[src/rtl/pipeline_pkg.sv]
`default_nettype none
// ============================================================================
// Module      : pipeline_pkg
// Description : Shared types and constants for the memory-access stage:
//               writeback select, funct3 access sizes, FSM state encoding
//               and the writeback mux helper.
// Revision    : 1.0 - initial release
// ============================================================================
package pipeline_pkg;

    // Writeback source select; encoding 2'b11 falls back to the ALU value
    typedef enum logic [1:0] {
        WB_ALU  = 2'b00,
        WB_LOAD = 2'b01,
        WB_PC4  = 2'b10
    } wb_sel_e;

    // funct3 access size/sign codes; 011, 110 and 111 decode as word
    localparam logic [2:0] F3_B  = 3'b000;
    localparam logic [2:0] F3_H  = 3'b001;
    localparam logic [2:0] F3_W  = 3'b010;
    localparam logic [2:0] F3_BU = 3'b100;
    localparam logic [2:0] F3_HU = 3'b101;

    // Memory-access FSM states
    typedef enum logic [1:0] {
        IDLE = 2'b00,
        REQ  = 2'b01,
        RESP = 2'b10
    } mem_state_e;

    // Writeback value selection
    function automatic logic [31:0] wb_mux(
        input logic [1:0]  sel,
        input logic [31:0] alu,
        input logic [31:0] load,
        input logic [31:0] pc4
    );
        logic [31:0] v;
        case (sel)
            WB_LOAD: v = load;
            WB_PC4:  v = pc4;
            default: v = alu;
        endcase
        return v;
    endfunction

endpackage : pipeline_pkg
`default_nettype wire

[src/rtl/load_store_align.sv]
`default_nettype none
// ============================================================================
// Module      : load_store_align
// Description : Combinational lane logic: byte enables, store-data
//               replication, load lane extract with sign/zero extension,
//               and misalignment detection.
// Revision    : 1.0 - initial release
// ============================================================================
module load_store_align
    import pipeline_pkg::*;
(
    input  logic [2:0]  i_funct3,
    input  logic [1:0]  i_addr_lo,
    input  logic [31:0] i_wdata,
    input  logic [31:0] i_rdata,
    output logic [3:0]  o_be,
    output logic [31:0] o_wdata,
    output logic [31:0] o_load_data,
    output logic        o_misaligned
);

    logic [4:0]  w_shift;
    logic [31:0] w_rshift;

    assign w_shift  = {i_addr_lo, 3'b000};
    assign w_rshift = i_rdata >> w_shift;

    // Decode access size from funct3[1:0]; funct3[2] selects zero extension
    always_comb begin
        o_be         = 4'b1111;
        o_wdata      = i_wdata;
        o_load_data  = i_rdata;
        o_misaligned = 1'b0;
        case (i_funct3[1:0])
            2'b00: begin
                o_be        = 4'b0001 << i_addr_lo;
                o_wdata     = {4{i_wdata[7:0]}};
                o_load_data = i_funct3[2] ? {24'h0, w_rshift[7:0]}
                                          : {{24{w_rshift[7]}}, w_rshift[7:0]};
            end
            2'b01: begin
                o_be         = 4'b0011 << i_addr_lo;
                o_wdata      = {2{i_wdata[15:0]}};
                o_load_data  = i_funct3[2] ? {16'h0, w_rshift[15:0]}
                                           : {{16{w_rshift[15]}}, w_rshift[15:0]};
                o_misaligned = i_addr_lo[0];
            end
            default: begin
                o_misaligned = (i_addr_lo != 2'b00);
            end
        endcase
    end

endmodule : load_store_align
`default_nettype wire

[src/rtl/mem_access_stage.sv]
`default_nettype none
// ============================================================================
// Module      : mem_access_stage
// Description : Pipeline memory-access stage. Non-memory instructions retire
//               in one cycle; aligned loads/stores run a REQ/RESP handshake
//               on the data-memory port under a watchdog.
// Revision    : 1.0 - initial release
// ============================================================================
module mem_access_stage
    import pipeline_pkg::*;
#(
    parameter int MAX_WAIT = 255
) (
    input  logic        clk,
    input  logic        resetn,
    input  logic        valid_in,
    input  logic [31:0] alu_result_in,
    input  logic [31:0] write_data_in,
    input  logic        data_write_en_in,
    input  logic        mem_read_en_in,
    input  logic [2:0]  funct3_in,
    input  logic        reg_write_in,
    input  logic [4:0]  rd_in,
    input  logic [31:0] pc_plus_four_in,
    input  logic [1:0]  alu_or_load_or_pc_plus_four_in,
    output logic        dmem_req,
    output logic        dmem_we,
    output logic [31:0] dmem_addr,
    output logic [31:0] dmem_wdata,
    output logic [3:0]  dmem_be,
    input  logic        dmem_ready,
    input  logic        dmem_rvalid,
    input  logic [31:0] dmem_rdata,
    output logic        stall_out,
    output logic [31:0] wb_data_out,
    output logic [4:0]  wb_rd_out,
    output logic        wb_reg_write_out,
    output logic        misaligned_out,
    output logic        bus_err_out
);

    // Counter holds 0..MAX_WAIT-1; the access aborts in its MAX_WAIT-th cycle
    localparam int             CW         = (MAX_WAIT < 2) ? 1 : $clog2(MAX_WAIT);
    localparam logic [CW-1:0]  C_WDT_LAST = CW'(MAX_WAIT - 1);

    mem_state_e     r_state;
    logic [CW-1:0]  r_wdt;
    logic [2:0]     r_f3;
    logic [1:0]     r_addr_lo;
    logic [4:0]     r_rd;
    logic           r_reg_write;

    logic           w_mem;
    logic [2:0]     w_lsa_f3;
    logic [1:0]     w_lsa_addr;
    logic [3:0]     w_be;
    logic [31:0]    w_wdata_rep;
    logic [31:0]    w_load_data;
    logic           w_misaligned;

    assign w_mem      = data_write_en_in | mem_read_en_in;
    assign stall_out  = (r_state != IDLE);

    // Lane logic sees live inputs in IDLE and the captured access otherwise
    assign w_lsa_f3   = (r_state == IDLE) ? funct3_in           : r_f3;
    assign w_lsa_addr = (r_state == IDLE) ? alu_result_in[1:0]  : r_addr_lo;

    load_store_align u_align (
        .i_funct3     (w_lsa_f3),
        .i_addr_lo    (w_lsa_addr),
        .i_wdata      (write_data_in),
        .i_rdata      (dmem_rdata),
        .o_be         (w_be),
        .o_wdata      (w_wdata_rep),
        .o_load_data  (w_load_data),
        .o_misaligned (w_misaligned)
    );

    // Access FSM with registered bus and writeback outputs
    always_ff @(posedge clk or negedge resetn) begin
        if (!resetn) begin
            r_state          <= IDLE;
            r_wdt            <= '0;
            r_f3             <= '0;
            r_addr_lo        <= '0;
            r_rd             <= '0;
            r_reg_write      <= 1'b0;
            dmem_req         <= 1'b0;
            dmem_we          <= 1'b0;
            dmem_addr        <= '0;
            dmem_wdata       <= '0;
            dmem_be          <= '0;
            wb_data_out      <= '0;
            wb_rd_out        <= '0;
            wb_reg_write_out <= 1'b0;
            misaligned_out   <= 1'b0;
            bus_err_out      <= 1'b0;
        end else begin
            wb_reg_write_out <= 1'b0;
            misaligned_out   <= 1'b0;
            bus_err_out      <= 1'b0;
            case (r_state)
                IDLE: begin
                    if (valid_in) begin
                        if (!w_mem) begin
                            wb_data_out      <= wb_mux(alu_or_load_or_pc_plus_four_in,
                                                       alu_result_in, w_load_data,
                                                       pc_plus_four_in);
                            wb_rd_out        <= rd_in;
                            wb_reg_write_out <= reg_write_in && (rd_in != 5'd0);
                        end else if (w_misaligned) begin
                            misaligned_out   <= 1'b1;
                        end else begin
                            // Store wins when both enables are set
                            r_state     <= REQ;
                            r_wdt       <= '0;
                            r_f3        <= funct3_in;
                            r_addr_lo   <= alu_result_in[1:0];
                            r_rd        <= rd_in;
                            r_reg_write <= reg_write_in;
                            dmem_req    <= 1'b1;
                            dmem_we     <= data_write_en_in;
                            dmem_addr   <= {alu_result_in[31:2], 2'b00};
                            dmem_wdata  <= w_wdata_rep;
                            dmem_be     <= w_be;
                        end
                    end
                end
                REQ: begin
                    // rvalid here is early and deliberately ignored
                    if (dmem_ready && dmem_we) begin
                        dmem_req <= 1'b0;
                        r_state  <= IDLE;
                    end else if (r_wdt == C_WDT_LAST) begin
                        dmem_req    <= 1'b0;
                        bus_err_out <= 1'b1;
                        r_state     <= IDLE;
                    end else begin
                        r_wdt <= r_wdt + 1'b1;
                        if (dmem_ready) begin
                            dmem_req <= 1'b0;
                            r_state  <= RESP;
                        end
                    end
                end
                RESP: begin
                    if (dmem_rvalid) begin
                        wb_data_out      <= w_load_data;
                        wb_rd_out        <= r_rd;
                        wb_reg_write_out <= r_reg_write && (r_rd != 5'd0);
                        r_state          <= IDLE;
                    end else if (r_wdt == C_WDT_LAST) begin
                        bus_err_out <= 1'b1;
                        r_state     <= IDLE;
                    end else begin
                        r_wdt <= r_wdt + 1'b1;
                    end
                end
                default: r_state <= IDLE;
            endcase
        end
    end

endmodule : mem_access_stage
`default_nettype wire

[config.mk]
export PLATFORM = sky130hd
export DESIGN_NAME = mem_access_stage
export DESIGN_NICKNAME = d
export VERILOG_FILES = /design/src/rtl/pipeline_pkg.sv /design/src/rtl/load_store_align.sv /design/src/rtl/mem_access_stage.sv
export SDC_FILE = /design/constraint.sdc
export NUM_CORES = 1
export LEC_CHECK = 0
export ABC_AREA = 1
export ABC_CLOCK_PERIOD_IN_PS = 2600
export CORE_AREA = 2 2 135 137
export CTS_BUF_LIST = sky130_fd_sc_hd__clkbuf_8
export CTS_CLUSTER_DIAMETER = 100
export DETAILED_ROUTE_END_ITERATION = 8
export DIE_AREA = 0 0 137 139
export GPL_TIMING_DRIVEN = 0
export PLACE_DENSITY = 0.75
export REMOVE_ABC_BUFFERS = 1
export SYNTH_ARGS = -nofsm -noshare
export SYNTH_HDL_FRONTEND = slang
export SYNTH_SLANG_ARGS = --single-unit
export TNS_END_PERCENT = 30
[constraint.sdc]
create_clock -name clk -period 2.6 [get_ports clk]
set_clock_uncertainty 0.2 [all_clocks]
set_input_delay 0.26 -clock clk [delete_from_list [all_inputs] [get_ports clk]]
set_output_delay 0.26 -clock clk [all_outputs]
set_load 0.005 [all_outputs]
=== Word-level counts from Yosys, hierarchy flattened ===
Index checks and enable logic that the tools add are counted.

* Add/subtract/negate cells: 1
* Equality and inequality tests: 15
* Shift-type cells: 3
* Mux-type cells: 52
* Bitwise gates (word level): 2
* Reduce and logical (&&, ||, !) cells: 17

{| class="wikitable"
|+ Operators with widths
! kind !! number
|-
| 32-bit case mux with 2 select lines || 4
|-
| 32-bit 2-to-1 mux || 5
|-
| 8-bit 2-to-1 mux || 6
|-
| 32-bit by 5-bit right shift with 16-bit output || 1
|-
| 8-bit case mux with 3 select lines || 1
|-
| 2-bit 2-to-1 mux || 9
|-
| 1-bit 2-to-1 mux || 16
|-
| 5-bit 2-to-1 mux || 3
|-
| 2-bit inequality test (second input constant) || 7
|-
| 5-bit case mux with 2 select lines || 1
|-
| 5-bit AND reduction || 2
|-
| 5-bit nonzero test || 2
|-
| 8-bit by 1-bit adder with 8-bit output (second input constant) || 1
|-
| 8-bit == test (second input constant) || 1
|-
| 1-bit case mux with 2 select lines || 4
|-
| 4-bit case mux with 2 select lines || 1
|-
| 4-bit AND reduction || 2
|-
| 2-bit nonzero test || 4
|-
| 2-bit by 1-bit == test with 1-bit output (second input constant) || 3
|-
| 2-bit case mux with 3 select lines || 1
|-
| 6-bit AND reduction || 1
|-
| 2-bit == test (second input constant) || 2
|-
| 2-bit zero test || 2
|-
| 4-bit inequality test (second input constant) || 1
|-
| 8 further kinds || 10
|}

* Register bits: 129
* Output and inout bits: 111

=== Longest topological paths before layout ===
Gate-level depths: netlist (run 1).

* Depth in word-level cells: 9
* Gate-level depth with buffers: 16

=== Hierarchy ===
Synthesis (run 1) repeated with hierarchy kept, for this count alone.

* Cells, all modules: 1080
* Area, all modules: 7576.0 µm²

{| class="wikitable"
|+ By module, submodules not included
! module !! instances !! cells each !! area an instance (µm²) !! sequential area each (µm²)
|-
| mem_access_stage || 1 || 829 || 6397.4 || 3228.1
|-
| load_store_align || 1 || 251 || 1178.6 || 0.0
|}

=== Worst setup path before layout (run 1) ===
Ideal clock, no wire load.

* Path type: reg2reg
* From: reg r_state[0]
* To: reg dmem_be[2]
* Arrival time: 1758 ps
* Data required time: 2279 ps
* Path slack: 521 ps
* Stages on the path, launching flop included: 17
* Path buffers: 4
* Clock period less this slack: 2079 ps
* Cell sequence: dfrtp_1 inv_1 ha_1 buf_6 inv_4 buf_6 nand2_2 nand2_1 nand2_2 nand2_1 nand2_2 nor2_4 inv_2 buf_6 buf_6 nand2_1 o21ai_2

* Longest elaborated chain between the ends: 6
* Elaborated cells on any way between the ends: 12

{| class="wikitable"
|+ RTL lines
! what !! RTL line !! text
|-
| from (decl) || mem_access_stage.sv:46 || <nowiki>mem_state_e r_state;</nowiki>
|-
| from (signal assigned) || mem_access_stage.sv:82 || <nowiki>r_state <= IDLE;</nowiki>
|-
| from (signal assigned) || mem_access_stage.sv:115 || <nowiki>r_state <= REQ;</nowiki>
|-
| from (signal assigned) || mem_access_stage.sv:133 || <nowiki>r_state <= IDLE;</nowiki>
|-
| 2-bit zero test (*) || mem_access_stage.sv:65, mem_access_stage.sv:66, mem_access_stage.sv:102 ||
|-
| 3-bit 2-to-1 mux or 2-bit 2-to-1 mux (tied branches) || mem_access_stage.sv:65, mem_access_stage.sv:66 ||
|-
| 2-bit by 1-bit == test with 1-bit output (tied with other cells) || load_store_align.sv:34 || <nowiki>case (i_funct3[1:0])</nowiki>
|-
| 1-bit case mux with 2 select lines || load_store_align.sv:34 ||
|-
| 1-bit NOT (no line) || - ||
|-
| 4-bit AND reduction (no line) || - ||
|-
| to (signal assigned) || mem_access_stage.sv:125 || <nowiki>dmem_be <= w_be;</nowiki>
|-
| to (decl) || mem_access_stage.sv:30 || <nowiki>output logic [3:0] dmem_be,</nowiki>
|}

Every way passes the cells marked *; elsewhere a longest branch is shown, timed or not.
A chain may end at the register's enable or synchronous reset.

=== Worst setup path after layout (run 1) ===
* From: reg r_state[1]
* To: reg dmem_wdata[10]

* Longest elaborated chain between the ends: 6
* Elaborated cells on any way between the ends: 10

{| class="wikitable"
|+ RTL lines
! what !! RTL line !! text
|-
| 2-bit zero test (*) || mem_access_stage.sv:65, mem_access_stage.sv:66, mem_access_stage.sv:102 ||
|-
| 3-bit 2-to-1 mux or 2-bit 2-to-1 mux (tied branches) || mem_access_stage.sv:65, mem_access_stage.sv:66 ||
|-
| 2-bit by 1-bit == test with 1-bit output (tied with other cells) || load_store_align.sv:34 ||
|-
| 1-bit case mux with 2 select lines || load_store_align.sv:34 ||
|-
| 1-bit NOT (no line) || - ||
|-
| 4-bit AND reduction (no line) || - ||
|-
| to (signal assigned) || mem_access_stage.sv:124 || <nowiki>dmem_wdata <= w_wdata_rep;</nowiki>
|-
| to (decl) || mem_access_stage.sv:29 || <nowiki>output logic [31:0] dmem_wdata,</nowiki>
|}

Marks and branches as above.

==> results of run 1 <==
tightest hold or removal path, cell delays in order:
cell	delay, ns
clkdlybuf4s50_1	0.42
nand2_1	0.07
nand2_1	0.05
logic make-up (layout without fill, tap and decap cells):
kind of cell	after synthesis	after routing	share of synthesized area [%]
AOI/OAI and AO/OA	151	151	12.1
xor gates and xnor gates	5	5	0.561
adders and majority gates	8	8	1.28
buffers and inverters	144	391	9.14
DFF	129	129	41.3
other	1	3	0.0480
and+or+nand+nor	681	685	35.5
power by group through the flow:
stage / sequential, mW / clock, mW / combinational [mW]
after detailed placement: 3.38 / 0 / 6.47
final: 3.37 / 1.73 / 7.19
after global placement: 3.34 / 0 / 6.30
after global routing: 3.47 / 1.86 / 7.93
after floorplan: 3.41 / 0 / 3.39
after CTS: 3.35 / 1.76 / 6.92
through the flow:
step                instance area, um^2  total power, mW  hold WS, ns  utilization (%)  cells
detailed placement                10300             9.85        0.177             58.5   1542
CTS                               11000             12.0        0.159             62.1   1588
global route                      11200             13.3        0.182             63.2   1601
finish                            11200             12.3        0.168             63.2   1601
global placement                  10200             9.64        0.253             57.9   1538
floorplan                          7400             6.80       -0.236                -   1055
final timing paths:
| path | from | end | slack [ns] | depth (start not counted) |
|---|---|---|---|---|
| worst max-delay path | r_state[1] | dmem_wdata[10] | 0.12 | 12 |
| worst min-delay path | data_write_en_in | dmem_we | 0.17 | 3 |
| worst max register to register | r_state[1] | dmem_wdata[10] | 0.12 | 12 |
| worst min register to register | dmem_addr[27] | dmem_addr[27] | 0.27 | 2 |
| max in group asynchronous | resetn | wb_data_out[28] | 1.20 | 3 |
| min in group asynchronous | resetn | r_rd[1] | 0.23 | 2 |
registers in the layout, indices dropped and copies added (netlist names):
name	flops
dmem_wdata	32
wb_data_out	32
dmem_addr	30
r_wdt	8
r_rd	5
wb_rd_out	5
dmem_be	4
r_f3	3
r_addr_lo	2
r_state	2
bus_err_out	1
dmem_req	1
dmem_we	1
misaligned_out	1
r_reg_write	1
wb_reg_write_out	1
timing repair:
| item | 4_1_cts | 5_1_grt |
|---|---|---|
| hold endpoints to repair | 77 | 0 |
| setup endpoints to repair | 128 | 105 |
| hold buffers | 1 | 0 |
| setup buffers | 10 | 8 |
| cloned | 3 | 4 |
| gates resized for setup | 27 | 19 |
| pin swaps | 5 | 3 |
final cells by class:
cell class | instances | share of cell area, %
Clock inverter | 13 | 1.14
Timing Repair inverter | 1 | 0.0449
Inverter | 79 | 3.11
Antenna cell | 1 | 0.0224
Multi-Input combinational cell | 851 | 36.4
Timing Repair Buffer | 279 | 25.4
Tap cell | 229 | 2.57
Sequential cell | 129 | 29.0
Clock buffer | 19 | 2.34
cell usage in the layout (no fill, tap or decap), types with 3 or more instances in the layout:
cell	netlist	final
a21oi_1	40	40
a22o_1	16	16
a31oi_1	7	7
buf_4	10	17
clkbuf_8	0	19
clkdlybuf4s50_1	0	253
clkinv_4	0	4
clkinvlp_4	0	3
dfrtp_1	129	128
ha_1	8	4
inv_1	75	72
inv_6	0	4
inv_8	0	3
nand2_1	534	528
nand2_2	11	10
nand2_4	3	8
nand2_8	0	4
nand3_1	76	76
nand4_1	3	3
nor2_1	40	40
nor2_4	2	3
o21a_1	11	11
o21ai_0	33	32
o21ai_1	2	3
o21ai_2	8	7
o22ai_1	31	31
or2_2	3	3
xor2_1	3	3
layer usage:
metal,track usage [%],vias to the layer above
met5,0,-
met4,12.1,0
met3,4.50,57
met2,45.1,294
met1,35.7,3785
li1,-,4041
==> impl_metrics.yaml, run 1 <==
status:
  status: "complete, no violations"
global_route:
  grt_pass1_vias: 7821
  track_usage_pct: 27.6
  grt_max_degree: 79
  antenna_found_initial: 1
  grt_pass1_wl_um: 41200
  grt.overflow.total: 0
sta:
  worst_pin_slew_ns: 0.865
  setup_tns_ns: 0
  drv_slew: 0
  max_freq_ghz: 0.403
  setup_ws_ns: 0.119
  rsz0062_at_grt: "yes"
  post-route-period-util_pct: 95.4
  period_needed_ns: 2.48
  setup_viol: 0
  hold_viol: 0
  slew_headroom_pct: 42.3
placement:
  routabilityCongestion: 0.848
  pre_cts_slack_ns: -1.49
  port-buffer-count: 254
  dp_hpwl_um: 17300
detailed_routing:
  wl_per_cell_um: 16.8
  wirelength_um: 26900
  top_layer: "met4"
  route.met2.wl_um: 13100
  wl_met1_um: 11300
  route.vias.total: 8177
  dr.pass1.iters: 5
  drtIter0Drc: 513
  wl_met3_um: 1650
  postRouteAntennaNets: 0
  via_per_inst: 5.11
  drc_errors: 0
cts:
  worstSkewPairLatency_ns: 0.45
  clock_sinks: 129
  clock_path_buffers: 2
  tritoncts: "yes"
  cts_buffers: 17
  root_buffer: "clkbuf_8"
  path_clk_slew_ns: 0.09
  htree_levels: 4
layout:
  final_nets: 1512
  regArea_mm2: 0.00323
  nFillCells: 1592
  area_delta_synth_final_pct: 42.7
  multi_input_area_mm2: 0.00406
  drive_gt1_share_pct: 8.24
logic_synthesis:
  synth-edff-count: 0
  avgSynthCellArea_um2: 6.98
  synth_top_area_share_pct: 41.3
  yosysTopAreaCell: "dfrtp_1"
  synth_ff_type: "dfrtp_1"
  yosysWarnings: 0
  synthArstFlopShare_pct: 100
  synthCells: 1119
  seq_area_frac_synth_pct: 41.3
  syn_area_mm2: 0.00781
  synth_cell_types: 38
  synth_area_leaders: "dfrtp_1 (41%), nand2_1 (26%), nand3_1 (4.9%), inv_1 (3.6%), a21oi_1 (2.6%)"
  synth-seq-cells: 129
  ys_top_cells_by_count: "nand2_1 (534), dfrtp_1 (129), nand3_1 (76)"
  synth_most_common_cell: "nand2_1"
critical_path:
  critPathSlowestCell: "dfrtp_2"
  path_buf_inv: 4
  criticalPathCategory: "register to register"
  path_delay_family: "simple AND/OR/NAND/NOR gates"
  critPathCaptureType: "register"
  critPathLaunchType: "register"
  path_cells: "inv_2 -> ha_4 -> inv_8 -> nand2_8 -> nand2_8 -> nand2_1 -> nand2_2 -> nor2_4 -> clkbuf_16 -> buf_4 -> nand3_1 -> o21a_1"
  crit_top_cell: "nand2_8"
  critPathRequiredTime_ns: 2.75
  arrival_ns: 2.63
  critPathMaxStageDelay_ns: 0.45
  crit_fanout: 17
pwr:
  p_leak_nw: 5.51
  irDropWorstVdd_mv: 0.792
  power_density_mw_per_mm2: 1100
  pwr-share-clk_pct: 14.0
  internal_power_mw: 6.91
  p_seq_share_pct: 27.4
  combPwrFrac_pct: 58.5
  p_sw_share_pct: 43.8
  switchingPower_mw: 5.38
floorplanning:
  ios: 257
  num_rows: 49
  dieArea_mm2: 0.0190
  initial_core_util_pct: 44.2
  die_h_um: 139
  core-area_mm2: 0.0177
  die_w_um: 137
worst_hold_path:
  min_path_type: "input port to register"
job:
  max_cap_violations: 0
Note: power is estimated with default switching activity, not from simulation.
==> inputs of run 2 (changes only) <==
--- a/config.mk
+++ b/config.mk
@@ -7,15 +7,16 @@
 export LEC_CHECK = 0
 export ABC_AREA = 1
 export ABC_CLOCK_PERIOD_IN_PS = 2600
-export CORE_AREA = 2 2 135 137
+export CORE_AREA = 2 2 133 135
 export CTS_BUF_LIST = sky130_fd_sc_hd__clkbuf_8
 export CTS_CLUSTER_DIAMETER = 100
 export DETAILED_ROUTE_END_ITERATION = 8
-export DIE_AREA = 0 0 137 139
+export DIE_AREA = 0 0 135 137
 export GPL_TIMING_DRIVEN = 0
 export PLACE_DENSITY = 0.75
 export REMOVE_ABC_BUFFERS = 1
 export SYNTH_ARGS = -nofsm -noshare
 export SYNTH_HDL_FRONTEND = slang
+export SYNTH_HIERARCHICAL = 1
 export SYNTH_SLANG_ARGS = --single-unit
 export TNS_END_PERCENT = 30
==> run 2 against run 1 <==
  * Total power is 7.3% higher
  * Critical path type unchanged
  * Combinational power is 13% higher
  * Largest cell class unchanged
  * Clock-buffer cell count stayed put
  * Maximum frequency is 1.3% lower
  * Cell count is 1.7% lower
  * First-iteration DRC count is 11% higher
  * Design area hardly changed
==> impl_metrics.yaml, run 2 <==
status:
  status: "complete, no violations"
critical_path:
  regToRegEndpoint: "r_rd[2]"
  critPathRequiredTime_ns: 2.74
  critPathLaunchType: "register"
  reg2reg_from: "r_state[0]"
  cp_num_cells: 14
  reg2regPathDepth: 14
  startpoint: "r_state[0]"
  arrival_ns: 2.65
  critPathSlowestCell: "dfrtp_1"
  path_buf_inv: 5
  critPathMaxStageDelay_ns: 0.42
  path_cells: "inv_2 -> ha_4 -> inv_6 -> nand2_1 -> o21ai_4 -> buf_8 -> nor2_4 -> o22ai_4 -> nor2_4 -> buf_6 -> nand2_8 -> buf_12 -> nand2_1 -> o21ai_2"
  critPathCaptureType: "register"
  reg2reg_slack_ns: 0.09
  endpoint: "r_rd[2]"
  criticalPathCategory: "register to register"
  path_delay_family: "buffers and inverters"
  crit_fanout: 12
detailed_routing:
  drtIter0Drc: 567
  postRouteAntennaNets: 0
  wirelength_um: 27400
  dr.pass1.iters: 6
  via_per_inst: 5.20
  route.vias.total: 8188
  drc_errors: 0
  wl_per_cell_um: 17.4
floorplanning:
  initial_core_util_pct: 44.4
  die_h_um: 137
  num_rows: 48
  ios: 257
  die_w_um: 135
  dieArea_mm2: 0.0185
  core-area_mm2: 0.0171
logic_synthesis:
  synth_area_leaders: "dfrtp_1 (43%), nand2_1 (24%), nand3_1 (5.9%), o21ai_1 (3.9%), inv_1 (3.7%)"
  synthCells: 1080
  synth_ff_type: "dfrtp_1"
  avgSynthCellArea_um2: 7.01
  synthArstFlopShare_pct: 100
  seq_area_frac_synth_pct: 42.6
  ys_top_cells_by_count: "nand2_1 (485), dfrtp_1 (129), nand3_1 (89)"
  synth-edff-count: 0
  synth_most_common_cell: "nand2_1"
  yosysWarnings: 6
  yosysTopAreaCell: "dfrtp_1"
  syn_area_mm2: 0.00758
  synth-seq-cells: 129
  synth_top_area_share_pct: 42.6
  synth_cell_types: 33
worst_hold_path:
  min_path_type: "input port to asynchronous set/reset pin"
global_route:
  grt_pass1_vias: 7659
  track_usage_pct: 29.0
  grt.overflow.total: 0
  grt_max_degree: 95
  antenna_found_initial: 1
  grt_pass1_wl_um: 41000
sta:
  rsz0062_at_grt: "yes"
  drv_slew: 0
  setup_ws_ns: 0.0855
  holdWs_ns: 0.0602
  worst_pin_slew_ns: 0.860
  post-route-period-util_pct: 96.7
  hold_viol: 0
  slew_headroom_pct: 42.6
  period_needed_ns: 2.51
  setup_viol: 0
  max_freq_ghz: 0.398
layout:
  drive_gt1_share_pct: 10.4
  reg.largest.list: "dmem_wdata: 32 flops, wb_data_out: 32 flops, dmem_addr: 30 flops"
  layout_commonest_cell: "nand2_1"
  area_delta_synth_final_pct: 47.2
  final_nets: 1489
  design_area_mm2: 0.0112
  final_cell_mix: "nand2_1 (483), clkdlybuf4s50_1 (253), dfrtp_1 (129)"
pwr:
  p_total_mw: 13.2
  p_leak_nw: 5.44
  irDropWorstVdd_mv: 0.654
  power_density_mw_per_mm2: 1180
cts:
  root_buffer: "clkbuf_8"
  cts_buffers: 17
  clock_sinks: 129
  path_clk_slew_ns: 0.08
  htree_levels: 4
  worstSkewPairLatency_ns: 0.46
  tritoncts: "yes"
  clock_path_buffers: 2
placement:
  placed_area_mm2: 0.0101
  port-buffer-count: 254
  pre_cts_slack_ns: -2.32
  dp_hpwl_um: 16400
  routabilityCongestion: 0.863
job:
  max_cap_violations: 0
[run 2: worst reg2reg max path: stages (launching register included)]
cell and delay, ns:
dfrtp_1 0.42, inv_2 0.09, ha_4 0.17, inv_6 0.08, nand2_1 0.12, o21ai_4 0.08
buf_8 0.15, nor2_4 0.19, o22ai_4 0.13, nor2_4 0.16, buf_6 0.22, nand2_8 0.09
buf_12 0.17, nand2_1 0.07, o21ai_2 0.05
[run 2: cells by family after synthesis]
group / count (synthesis) / share of synthesized area, %
and+or+nand+nor: 620 / 33.4
AOI/OAI and AO/OA: 166 / 12.1
buffers and inverters: 154 / 10.3
DFF: 129 / 42.6
adders and majority gates: 8 / 1.32
xor gates and xnor gates: 2 / 0.231
other: 1 / 0.0495
[run 2: metrics by stage]
stage	TNS, ns	std cells	utilization [%]
after floorplan	-382.43	1008	-
after global placement	-1391.20	1487	58.2
after detailed placement	-223.78	1494	59.3
after CTS	-0.0731	1559	64.3
after global routing	-0.945	1573	65.4
final	0	1574	65.4
[run 2: worst min-delay path by stage]
stage	slack, ns	cells past startpoint	endpoint	start
global placement	0.25	2	dmem_wdata[23]	dmem_wdata[23]
global route	0.06	2	dmem_wdata[4]	resetn
CTS	0.06	2	bus_err_out	resetn
detailed placement	-0.01	1	bus_err_out	resetn
finish	0.06	2	dmem_wdata[4]	resetn
floorplan	-0.24	0	bus_err_out	resetn
[run 2: cell type report]
| cell class | count | area [um^2] |
|---|---|---|
| clock buffer | 19 | 262 |
| timing repair buffer | 294 | 3010 |
| inverter | 81 | 330 |
| fill | 1549 | 5900 |
| timing repair inverter | 1 | 5.00 |
| tap | 225 | 282 |
| clock inverter | 13 | 111 |
| antenna | 1 | 2.50 |
| sequential | 129 | 3230 |
| multi-input combinational | 811 | 3930 |
[run 2: layer usage]
metal / vias to the layer above / routed length (um) / track usage (%)
met2: 362 / 13200 / 49.0
li1: 3958 / - / -
met5: - / 0 / 0
met4: 0 / 573 / 8.16
met1: 3828 / 11200 / 36.5
met3: 40 / 2370 / 8.07
[run 2: power by group]
part / internal, mW / switching (mW)
registers: 2.89 / 0.499
clock network: 0.805 / 0.890
logic: 3.60 / 4.50
total: 7.29 / 5.89
[run 2: repair_timing]
item	CTS	global route
buffers inserted	20	11
hold buffers	1	0
cloned	12	3
endpoints found under the setup margin	127	127
pin swaps	8	8
hold endpoints to repair	129	0
gates resized for setup	37	22
